### src/rtl/video_timing_pkg.sv
// Shared types for the video mode sequencer: mode indices, timing sets,
// the constant mode table and the sequencer state encoding.
package video_timing_pkg;

  typedef enum logic [1:0] {
    MODE_720P  = 2'd0,
    MODE_1080P = 2'd1,
    MODE_480P  = 2'd2,
    MODE_RSVD  = 2'd3
  } mode_t;

  localparam int H_W = 12;
  localparam int V_W = 11;

  typedef struct packed {
    logic [H_W-1:0] h_active;
    logic [H_W-1:0] h_fporch;
    logic [H_W-1:0] h_sync;
    logic [H_W-1:0] h_bporch;
    logic [V_W-1:0] v_active;
    logic [V_W-1:0] v_fporch;
    logic [V_W-1:0] v_sync;
    logic [V_W-1:0] v_bporch;
  } timing_set_t;

  typedef enum logic [2:0] {
    ST_BOOT,
    ST_IDLE,
    ST_WAIT_FRAME,
    ST_MUTE,
    ST_LOAD,
    ST_RESTART,
    ST_SETTLE
  } seq_state_t;

  // The reserved index never reaches LOAD; it maps to all-zero timing.
  function automatic timing_set_t mode_timing(mode_t m);
    timing_set_t t;
    t = '0;
    case (m)
      MODE_720P: t = '{h_active: 12'd1280, h_fporch: 12'd110, h_sync: 12'd40, h_bporch: 12'd220,
                       v_active: 11'd720,  v_fporch: 11'd5,   v_sync: 11'd5,  v_bporch: 11'd20};
      MODE_1080P: t = '{h_active: 12'd1920, h_fporch: 12'd88, h_sync: 12'd44, h_bporch: 12'd148,
                        v_active: 11'd1080, v_fporch: 11'd4,  v_sync: 11'd5,  v_bporch: 11'd36};
      MODE_480P: t = '{h_active: 12'd640, h_fporch: 12'd16, h_sync: 12'd96, h_bporch: 12'd48,
                       v_active: 11'd480, v_fporch: 11'd10, v_sync: 11'd2,  v_bporch: 11'd33};
      default: t = '0;
    endcase
    return t;
  endfunction

endpackage

### src/rtl/video_mode_sequencer_if.sv
// Control-side request handshake plus the timing/enable/mute bundle that
// the sequencer presents to the video generator and output path.
interface video_mode_sequencer_if;
  import video_timing_pkg::*;

  logic           req_valid;
  mode_t          req_mode;
  logic           req_ready;
  logic           frame_start;
  logic [H_W-1:0] h_active;
  logic [H_W-1:0] h_fporch;
  logic [H_W-1:0] h_sync;
  logic [H_W-1:0] h_bporch;
  logic [V_W-1:0] v_active;
  logic [V_W-1:0] v_fporch;
  logic [V_W-1:0] v_sync;
  logic [V_W-1:0] v_bporch;
  logic           cfg_load;
  logic           gen_enable;
  logic           video_mute;
  mode_t          cur_mode;
  logic           busy;
  logic           err_invalid;

  modport master (
    output req_valid, req_mode, frame_start,
    input  req_ready, h_active, h_fporch, h_sync, h_bporch,
           v_active, v_fporch, v_sync, v_bporch,
           cfg_load, gen_enable, video_mute, cur_mode, busy, err_invalid
  );

  modport slave (
    input  req_valid, req_mode, frame_start,
    output req_ready, h_active, h_fporch, h_sync, h_bporch,
           v_active, v_fporch, v_sync, v_bporch,
           cfg_load, gen_enable, video_mute, cur_mode, busy, err_invalid
  );

endinterface

### src/rtl/video_frame_watchdog.sv
// Frame event source for the counting states: passes frame_start through and
// substitutes a synthetic event when no frame arrives within TIMEOUT_CYCLES.
module video_frame_watchdog
  import video_timing_pkg::*;
#(
  parameter int TIMEOUT_CYCLES = 4194304
) (
  input  logic clk,
  input  logic rst,
  input  logic active_i,
  input  logic frame_start_i,
  output logic event_o
);

  localparam int CW = $clog2(TIMEOUT_CYCLES + 1);

  logic [CW-1:0] cnt_q;
  logic [CW-1:0] cnt_d;
  logic          timeout;

  // Counter value k means k+1 cycles have elapsed since entry or the last event.
  assign timeout = active_i && (cnt_q == CW'(TIMEOUT_CYCLES - 1));
  assign event_o = active_i && (frame_start_i || timeout);

  always_comb begin
    cnt_d = cnt_q + CW'(1);
    if (!active_i || event_o) begin
      cnt_d = '0;
    end
  end

  always_ff @(posedge clk or posedge rst) begin
    if (rst) begin
      cnt_q <= '0;
    end else begin
      cnt_q <= cnt_d;
    end
  end

endmodule

### src/rtl/video_mode_sequencer.sv
// Owns the generator timing set and walks it through a mute / restart /
// reload / settle sequence whenever a different mode is requested.
module video_mode_sequencer
  import video_timing_pkg::*;
#(
  parameter mode_t DEFAULT_MODE   = MODE_1080P,
  parameter int    MUTE_FRAMES    = 2,
  parameter int    UNMUTE_FRAMES  = 1,
  parameter int    RESTART_CYCLES = 16,
  parameter int    TIMEOUT_CYCLES = 4194304
) (
  input  logic                  clk,
  input  logic                  rst,
  video_mode_sequencer_if.slave ctrl
);

  localparam int MAX_FRAMES = (MUTE_FRAMES > UNMUTE_FRAMES) ? MUTE_FRAMES : UNMUTE_FRAMES;
  localparam int FCW = $clog2(MAX_FRAMES + 1);
  localparam int RCW = $clog2(RESTART_CYCLES + 1);

  seq_state_t    state_q;
  mode_t         cur_mode_q;
  mode_t         target_q;
  timing_set_t   timing_q;
  logic          cfg_load_q;
  logic          gen_enable_q;
  logic          video_mute_q;
  logic          req_ready_q;
  logic          busy_q;
  logic          err_invalid_q;
  logic [FCW-1:0] frame_cnt_q;
  logic [RCW-1:0] restart_cnt_q;

  logic wd_active;
  logic frame_evt;

  assign wd_active = (state_q == ST_WAIT_FRAME) || (state_q == ST_MUTE) || (state_q == ST_SETTLE);

  // Pulses from a generator held in restart carry no frame information.
  video_frame_watchdog #(
    .TIMEOUT_CYCLES(TIMEOUT_CYCLES)
  ) u_watchdog (
    .clk          (clk),
    .rst          (rst),
    .active_i     (wd_active),
    .frame_start_i(ctrl.frame_start && gen_enable_q),
    .event_o      (frame_evt)
  );

  always_ff @(posedge clk or posedge rst) begin
    if (rst) begin
      state_q       <= ST_BOOT;
      cur_mode_q    <= DEFAULT_MODE;
      target_q      <= DEFAULT_MODE;
      timing_q      <= mode_timing(DEFAULT_MODE);
      cfg_load_q    <= 1'b0;
      gen_enable_q  <= 1'b0;
      video_mute_q  <= 1'b1;
      req_ready_q   <= 1'b0;
      busy_q        <= 1'b1;
      err_invalid_q <= 1'b0;
      frame_cnt_q   <= '0;
      restart_cnt_q <= '0;
    end else begin
      cfg_load_q    <= 1'b0;
      err_invalid_q <= 1'b0;
      case (state_q)
        ST_BOOT: begin
          cfg_load_q    <= 1'b1;
          restart_cnt_q <= '0;
          state_q       <= ST_RESTART;
        end
        ST_IDLE: begin
          if (ctrl.req_valid && req_ready_q) begin
            if (ctrl.req_mode == MODE_RSVD) begin
              err_invalid_q <= 1'b1;
            end else if (ctrl.req_mode != cur_mode_q) begin
              target_q    <= ctrl.req_mode;
              req_ready_q <= 1'b0;
              busy_q      <= 1'b1;
              state_q     <= ST_WAIT_FRAME;
            end
          end
        end
        ST_WAIT_FRAME: begin
          // The entry pulse belongs to this state and is not counted in MUTE.
          if (frame_evt) begin
            video_mute_q <= 1'b1;
            frame_cnt_q  <= '0;
            state_q      <= ST_MUTE;
          end
        end
        ST_MUTE: begin
          if (frame_evt) begin
            if (frame_cnt_q == FCW'(MUTE_FRAMES - 1)) begin
              gen_enable_q <= 1'b0;
              state_q      <= ST_LOAD;
            end else begin
              frame_cnt_q <= frame_cnt_q + FCW'(1);
            end
          end
        end
        ST_LOAD: begin
          timing_q      <= mode_timing(target_q);
          cur_mode_q    <= target_q;
          cfg_load_q    <= 1'b1;
          restart_cnt_q <= '0;
          state_q       <= ST_RESTART;
        end
        ST_RESTART: begin
          if (restart_cnt_q == RCW'(RESTART_CYCLES - 1)) begin
            gen_enable_q <= 1'b1;
            frame_cnt_q  <= '0;
            state_q      <= ST_SETTLE;
          end else begin
            restart_cnt_q <= restart_cnt_q + RCW'(1);
          end
        end
        ST_SETTLE: begin
          if (frame_evt) begin
            if (frame_cnt_q == FCW'(UNMUTE_FRAMES - 1)) begin
              video_mute_q <= 1'b0;
              req_ready_q  <= 1'b1;
              busy_q       <= 1'b0;
              state_q      <= ST_IDLE;
            end else begin
              frame_cnt_q <= frame_cnt_q + FCW'(1);
            end
          end
        end
        default: begin
          state_q <= ST_BOOT;
        end
      endcase
    end
  end

  assign ctrl.req_ready   = req_ready_q;
  assign ctrl.h_active    = timing_q.h_active;
  assign ctrl.h_fporch    = timing_q.h_fporch;
  assign ctrl.h_sync      = timing_q.h_sync;
  assign ctrl.h_bporch    = timing_q.h_bporch;
  assign ctrl.v_active    = timing_q.v_active;
  assign ctrl.v_fporch    = timing_q.v_fporch;
  assign ctrl.v_sync      = timing_q.v_sync;
  assign ctrl.v_bporch    = timing_q.v_bporch;
  assign ctrl.cfg_load    = cfg_load_q;
  assign ctrl.gen_enable  = gen_enable_q;
  assign ctrl.video_mute  = video_mute_q;
  assign ctrl.cur_mode    = cur_mode_q;
  assign ctrl.busy        = busy_q;
  assign ctrl.err_invalid = err_invalid_q;

endmodule

### src/flat_wrapper.sv
// flat-port wrapper written by rule: the top's interface ports become plain ports
module video_mode_sequencer_flat import video_timing_pkg::*;
#(
  parameter mode_t DEFAULT_MODE   = MODE_1080P,
  parameter int    MUTE_FRAMES    = 2,
  parameter int    UNMUTE_FRAMES  = 1,
  parameter int    RESTART_CYCLES = 16,
  parameter int    TIMEOUT_CYCLES = 4194304
)
  (clk, rst, ctrl_req_valid, ctrl_req_mode, ctrl_frame_start, ctrl_req_ready, ctrl_h_active, ctrl_h_fporch, ctrl_h_sync, ctrl_h_bporch, ctrl_v_active, ctrl_v_fporch, ctrl_v_sync, ctrl_v_bporch, ctrl_cfg_load, ctrl_gen_enable, ctrl_video_mute, ctrl_cur_mode, ctrl_busy, ctrl_err_invalid);
  video_mode_sequencer_if ctrl_i ();
  input  logic clk;
  input  logic rst;
  input wire logic [$bits(ctrl_i.req_valid)-1:0] ctrl_req_valid;
  input wire logic [$bits(ctrl_i.req_mode)-1:0] ctrl_req_mode;
  input wire logic [$bits(ctrl_i.frame_start)-1:0] ctrl_frame_start;
  output wire logic [$bits(ctrl_i.req_ready)-1:0] ctrl_req_ready;
  output wire logic [$bits(ctrl_i.h_active)-1:0] ctrl_h_active;
  output wire logic [$bits(ctrl_i.h_fporch)-1:0] ctrl_h_fporch;
  output wire logic [$bits(ctrl_i.h_sync)-1:0] ctrl_h_sync;
  output wire logic [$bits(ctrl_i.h_bporch)-1:0] ctrl_h_bporch;
  output wire logic [$bits(ctrl_i.v_active)-1:0] ctrl_v_active;
  output wire logic [$bits(ctrl_i.v_fporch)-1:0] ctrl_v_fporch;
  output wire logic [$bits(ctrl_i.v_sync)-1:0] ctrl_v_sync;
  output wire logic [$bits(ctrl_i.v_bporch)-1:0] ctrl_v_bporch;
  output wire logic [$bits(ctrl_i.cfg_load)-1:0] ctrl_cfg_load;
  output wire logic [$bits(ctrl_i.gen_enable)-1:0] ctrl_gen_enable;
  output wire logic [$bits(ctrl_i.video_mute)-1:0] ctrl_video_mute;
  output wire logic [$bits(ctrl_i.cur_mode)-1:0] ctrl_cur_mode;
  output wire logic [$bits(ctrl_i.busy)-1:0] ctrl_busy;
  output wire logic [$bits(ctrl_i.err_invalid)-1:0] ctrl_err_invalid;
  assign ctrl_i.req_valid = ctrl_req_valid;
  assign ctrl_i.req_mode = ctrl_req_mode;
  assign ctrl_i.frame_start = ctrl_frame_start;
  assign ctrl_req_ready = ctrl_i.req_ready;
  assign ctrl_h_active = ctrl_i.h_active;
  assign ctrl_h_fporch = ctrl_i.h_fporch;
  assign ctrl_h_sync = ctrl_i.h_sync;
  assign ctrl_h_bporch = ctrl_i.h_bporch;
  assign ctrl_v_active = ctrl_i.v_active;
  assign ctrl_v_fporch = ctrl_i.v_fporch;
  assign ctrl_v_sync = ctrl_i.v_sync;
  assign ctrl_v_bporch = ctrl_i.v_bporch;
  assign ctrl_cfg_load = ctrl_i.cfg_load;
  assign ctrl_gen_enable = ctrl_i.gen_enable;
  assign ctrl_video_mute = ctrl_i.video_mute;
  assign ctrl_cur_mode = ctrl_i.cur_mode;
  assign ctrl_busy = ctrl_i.busy;
  assign ctrl_err_invalid = ctrl_i.err_invalid;
  video_mode_sequencer #(.DEFAULT_MODE(DEFAULT_MODE), .MUTE_FRAMES(MUTE_FRAMES), .UNMUTE_FRAMES(UNMUTE_FRAMES), .RESTART_CYCLES(RESTART_CYCLES), .TIMEOUT_CYCLES(TIMEOUT_CYCLES)) u_core (.clk(clk), .rst(rst), .ctrl(ctrl_i));
endmodule
### config.mk
export PLATFORM = sky130hd
export DESIGN_NAME = video_mode_sequencer_flat
export DESIGN_NICKNAME = d
export VERILOG_FILES = /design/src/rtl/video_timing_pkg.sv /design/src/rtl/video_mode_sequencer_if.sv /design/src/rtl/video_frame_watchdog.sv /design/src/rtl/video_mode_sequencer.sv /design/src/flat_wrapper.sv
export SDC_FILE = /design/constraint.sdc
export NUM_CORES = 1
export LEC_CHECK = 0
export BUFFER_PORTS_ARGS = -buffer_cell sky130_fd_sc_hd__clkbuf_2
export CAP_MARGIN = 30
export CORE_MARGIN = 2
export CORE_UTILIZATION = 51
export DETAILED_ROUTE_END_ITERATION = 8
export PLACE_DENSITY = 0.8
export SETUP_SLACK_MARGIN = 0.4
export SLEW_MARGIN = 20
export SYNTH_ARGS = -nofsm -noshare
export SYNTH_HDL_FRONTEND = slang
export SYNTH_SLANG_ARGS = --single-unit
### constraint.sdc
create_clock -name clk -period 2.28 [get_ports clk]
set_clock_uncertainty 0.2 [all_clocks]
set_input_delay 0.228 -clock clk [delete_from_list [all_inputs] [get_ports clk]]
set_output_delay 0.228 -clock clk [all_outputs]
set_load 0.1 [all_outputs]
==> results by group <==
Outcome
  – Status: completed

Synthesis
  – Post-synthesis adder-cell area fraction: 3.494%
  – Post-synth top area share: between 30% and 40%
  – Synth Area in XOR/XNOR: roughly 5.4%
  – Ys async rst share: between 90% and 100%
  – Top cell type by total area after synthesis: dfrtp_1
  – Seq/Total Area, Yosys: about two fifths
  – Simple-gate portion of the synthesized area: 19.57%
  – Mux contribution to synthesized area: under 10%
  – Yosys reg bits: 50
  – Mapped Cells: 354
  – Synth Cell Area: approximately 3200 µm²
  – Synthesized area per cell: 9.105 µm²
  – Synth Area in Compound Gates: approximately 9%
  – Largest cells by area after synthesis: dfrtp_1 33%, buf_4 20%, dfstp_2 6.5%, nand2_1 4.5%, nor2_1 3.7%
  – Ys flop type: dfrtp_1
  – Count of cell types in the netlist: 47
  – YS warnings: 0
  – Post-synth EDFFs: 0
  – Largest family of logic cells by synthesized area: buffers and inverters

Timing
  – Final setup TNS: 0 ns
  – Final hold viol count: 0
  – Worst Max-Slew Pin Slew: between 0.5 and 0.6 ns
  – Fmax: roughly 480 MHz
  – Max-slew headroom: 63.81%
  – Period Utilization, post-route: roughly nine tenths
  – Setup Viol. Count Final: 0
  – Unrepaired setup endpoints after global routing: yes
  – Final min period: 2.065 ns
  – Slew Viols, Final: 0

Route
  – Routed vias: 2404
  – Detailed Routing Iterations Pass 1: 4
  – Post-route ant nets: 0
  – Routed Wire Length: 6384 µm
  – Via density: approximately 5.0
  – # DRC: 0
  – Wire per inst: 13.38 µm
  – Iter 0 DRT Violations: 183

Worst setup path
  – Critical path capture point type: flip-flop
  – Worst r2r dst: u_core.restart_cnt_q[3]
  – Reg2reg setup slack: 0.22 ns
  – FF-to-FF Start: u_core.restart_cnt_q[0]
  – Crit-path cells: ha_2 -> and3_4 -> ha_4 -> buf_4 -> nand2b_4 -> or4_4 -> nand2_2 -> a22o_1
  – Worst path max stage delay: around 0.42 ns
  – Reg2reg path depth: 8
  – Worst setup path class: reg2reg
  – Critical path's slowest cell: or4_4
  – Crit path required time: between 2 and 2.5 ns
  – Maximum fanout along the worst path: 5
  – Worst setup SP type: flip-flop
  – CP endpoint: u_core.restart_cnt_q[3]
  – Crit path launch: u_core.restart_cnt_q[0]
  – Arrival @ worst endpoint: ~2.1 ns

Floorplan
  – Die Span X: between 80 and 90 µm
  – Die area: about 7000 µm²
  – Core Footprint: between 6000 and 7000 µm²
  – Chip height: 83.50 µm
  – Cell Rows: 28
  – Boundary Pins: roughly 110
  – Initial core utilization: a little over half

Global route
  – Vias in the first global route: approximately 2200
  – Pin count of the biggest net entering global routing: 23
  – Initial antenna violation count: 0
  – First-pass GRT wire length: between 9000 and 10000 µm
  – GR Util All Layers: between 10% and 20%
  – Total gr overflow: 0

Placement
  – Final GP Congestion: approximately 0.81
  – Port Buffers: 52
  – Detail Placement HPWL: ~4100 µm
  – Placed Cells: 446

Cells and area
  – Layout area overhead: 9.860%
  – Fin cells: approximately 480
  – Antenna Cells: 0
  – Layout cells sized above 1: 30.60%
  – Final nets: 416
  – # fillers: around 500

CTS
  – Clk pin slew, worst setup/hold paths: ~0.10 ns
  – CTS Buf Count: 5
  – Worst-Skew Late Latency: 0.31 ns
  – Clock Sinks: 50
  – TritonCTS clock tree: yes
  – Max clock buf depth: 2
  – Clock Tree Root: clkbuf_8
  – # H-tree levels: 2

Flow run
  – Max-cap violations: 0

Hold path
  – Worst Min Path Start: ctrl_req_mode[0]
  – Hold Crit Class: in2reg
Yosys cell counts (all sizes together), types with 2 or more instances:
cell     instances
nor2            32
a21oi            3
inv             12
buf             88
nand4            5
dfrtp           42
nor2b            6
dfstp            8
o31ai            2
mux2             3
ha               9
o21ai           15
a21boi           2
o22ai            2
and2             5
nor3             5
xor2            12
a22o             6
clkbuf           5
nand2           39
xnor2            8
and3             5
and4             5
o2111ai          2
nand3           17
metal layers:
metal | global-route usage (%) | part of all wire, %
met1 | 20.14 | 40
met2 | 31.82 | 53
met3 | 3.165 | 5.6
met4 | 5.279 | 1.2
met5 | 0 | 0
per-stage QoR:
step | worst slack (ns) | hold WS [ns] | cell area [µm²] | utilization, %
final | 0.2150 | 0.01578 | 3541 | 58.76
after global routing | 0.1707 | 0.01811 | 3541 | 58.76
after CTS | 0.2234 | 0.01787 | 3451 | 57.27
after detailed placement | 0.1244 | 0.06205 | 3192 | 52.97
after global placement | 0.2147 | 0.04925 | 3192 | 52.97
after floorplan | 0.2767 | 0.1404 | 3465 | -
worst min-delay path by stage:
stage | end | cells past startpoint
after floorplan | u_core.ctrl.err_invalid | 2
after global placement | u_core.ctrl.h_bporch[5] | 2
after detailed placement | u_core.frame_cnt_q[0] | 2
after CTS | u_core.target_q[0] | 2
after global routing | u_core.target_q[0] | 2
final | u_core.target_q[0] | 2
critical path: cells and delay by family, from the launching register on:
family	cells	cell delay, ns
AND/OR/NAND/NOR	4	0.81
flip-flops	1	0.39
adder cells (fa/ha/maj)	2	0.37
buffers and inverters	1	0.13
AO/OA/AOI/OAI	1	0.11
area by class of cell:
cell class                      count  area (µm²)  area share, %
Clock buffer                        6       72.57          2.049
Clock inverter                      2       37.54          1.060
Inverter                           12       45.04          1.272
Multi-Input combinational cell    252        1529          43.18
Sequential cell                    50        1270          35.87
Tap cell                           75       93.84          2.650
Timing Repair Buffer               80       493.0          13.92
repair_timing:
| action | 4_1_cts | 5_1_grt |
|---|---|---|
| resized for setup | 4 | 30 |
| endpoints found under the hold margin | 16 | 0 |
| hold buffers | 4 | 0 |
| gates cloned | 1 | 0 |
| endpoints found under the setup margin | 12 | 37 |
| pin swaps | 5 | 6 |
| setup buffers | 12 | 6 |
sequential cells by signal (all words and copies together), names as in the netlist, 2 cells and up:
register / cells
u_core.ctrl.h_bporch: 2
u_core.restart_cnt_q: 5
u_core.u_watchdog.cnt_q: 23
u_core.state_q: 3
u_core.target_q: 2
u_core.ctrl.cur_mode: 2
u_core.ctrl.h_active: 2
u_core.frame_cnt_q: 2
logic make-up after synthesis:
group	after synthesis
simple gates	125
compound gates	41
fa+ha+maj	9
flops	50
buf+inv	105
other cells	1
xor+xnor	20
mux	3
placed cells by master (no fill, tap or decap), types with 3 or more instances in the layout:
master	synthesis	final
clkbuf_8	0	5
and2_1	4	3
nand2_2	0	3
nand2_1	39	36
clkbuf_2	0	40
nand4_1	5	5
and3_1	5	3
xor2_1	12	12
dfstp_2	8	7
nand3_1	16	16
clkbuf_4	0	5
dfrtp_2	0	4
and4_1	4	3
nor3_1	4	4
dlygate4sd3_1	0	4
buf_2	3	7
dfrtp_1	42	38
buf_4	85	24
a21oi_1	3	3
a22o_1	6	6
xnor2_1	8	8
ha_1	9	6
o21ai_1	0	3
nor2b_1	6	5
inv_1	12	11
o21ai_0	14	11
nor2_1	32	32
conb_1	1	53
Power is not shown: default switching activity piles up to over one toggle a cycle in this logic, so the estimate is an artifact.
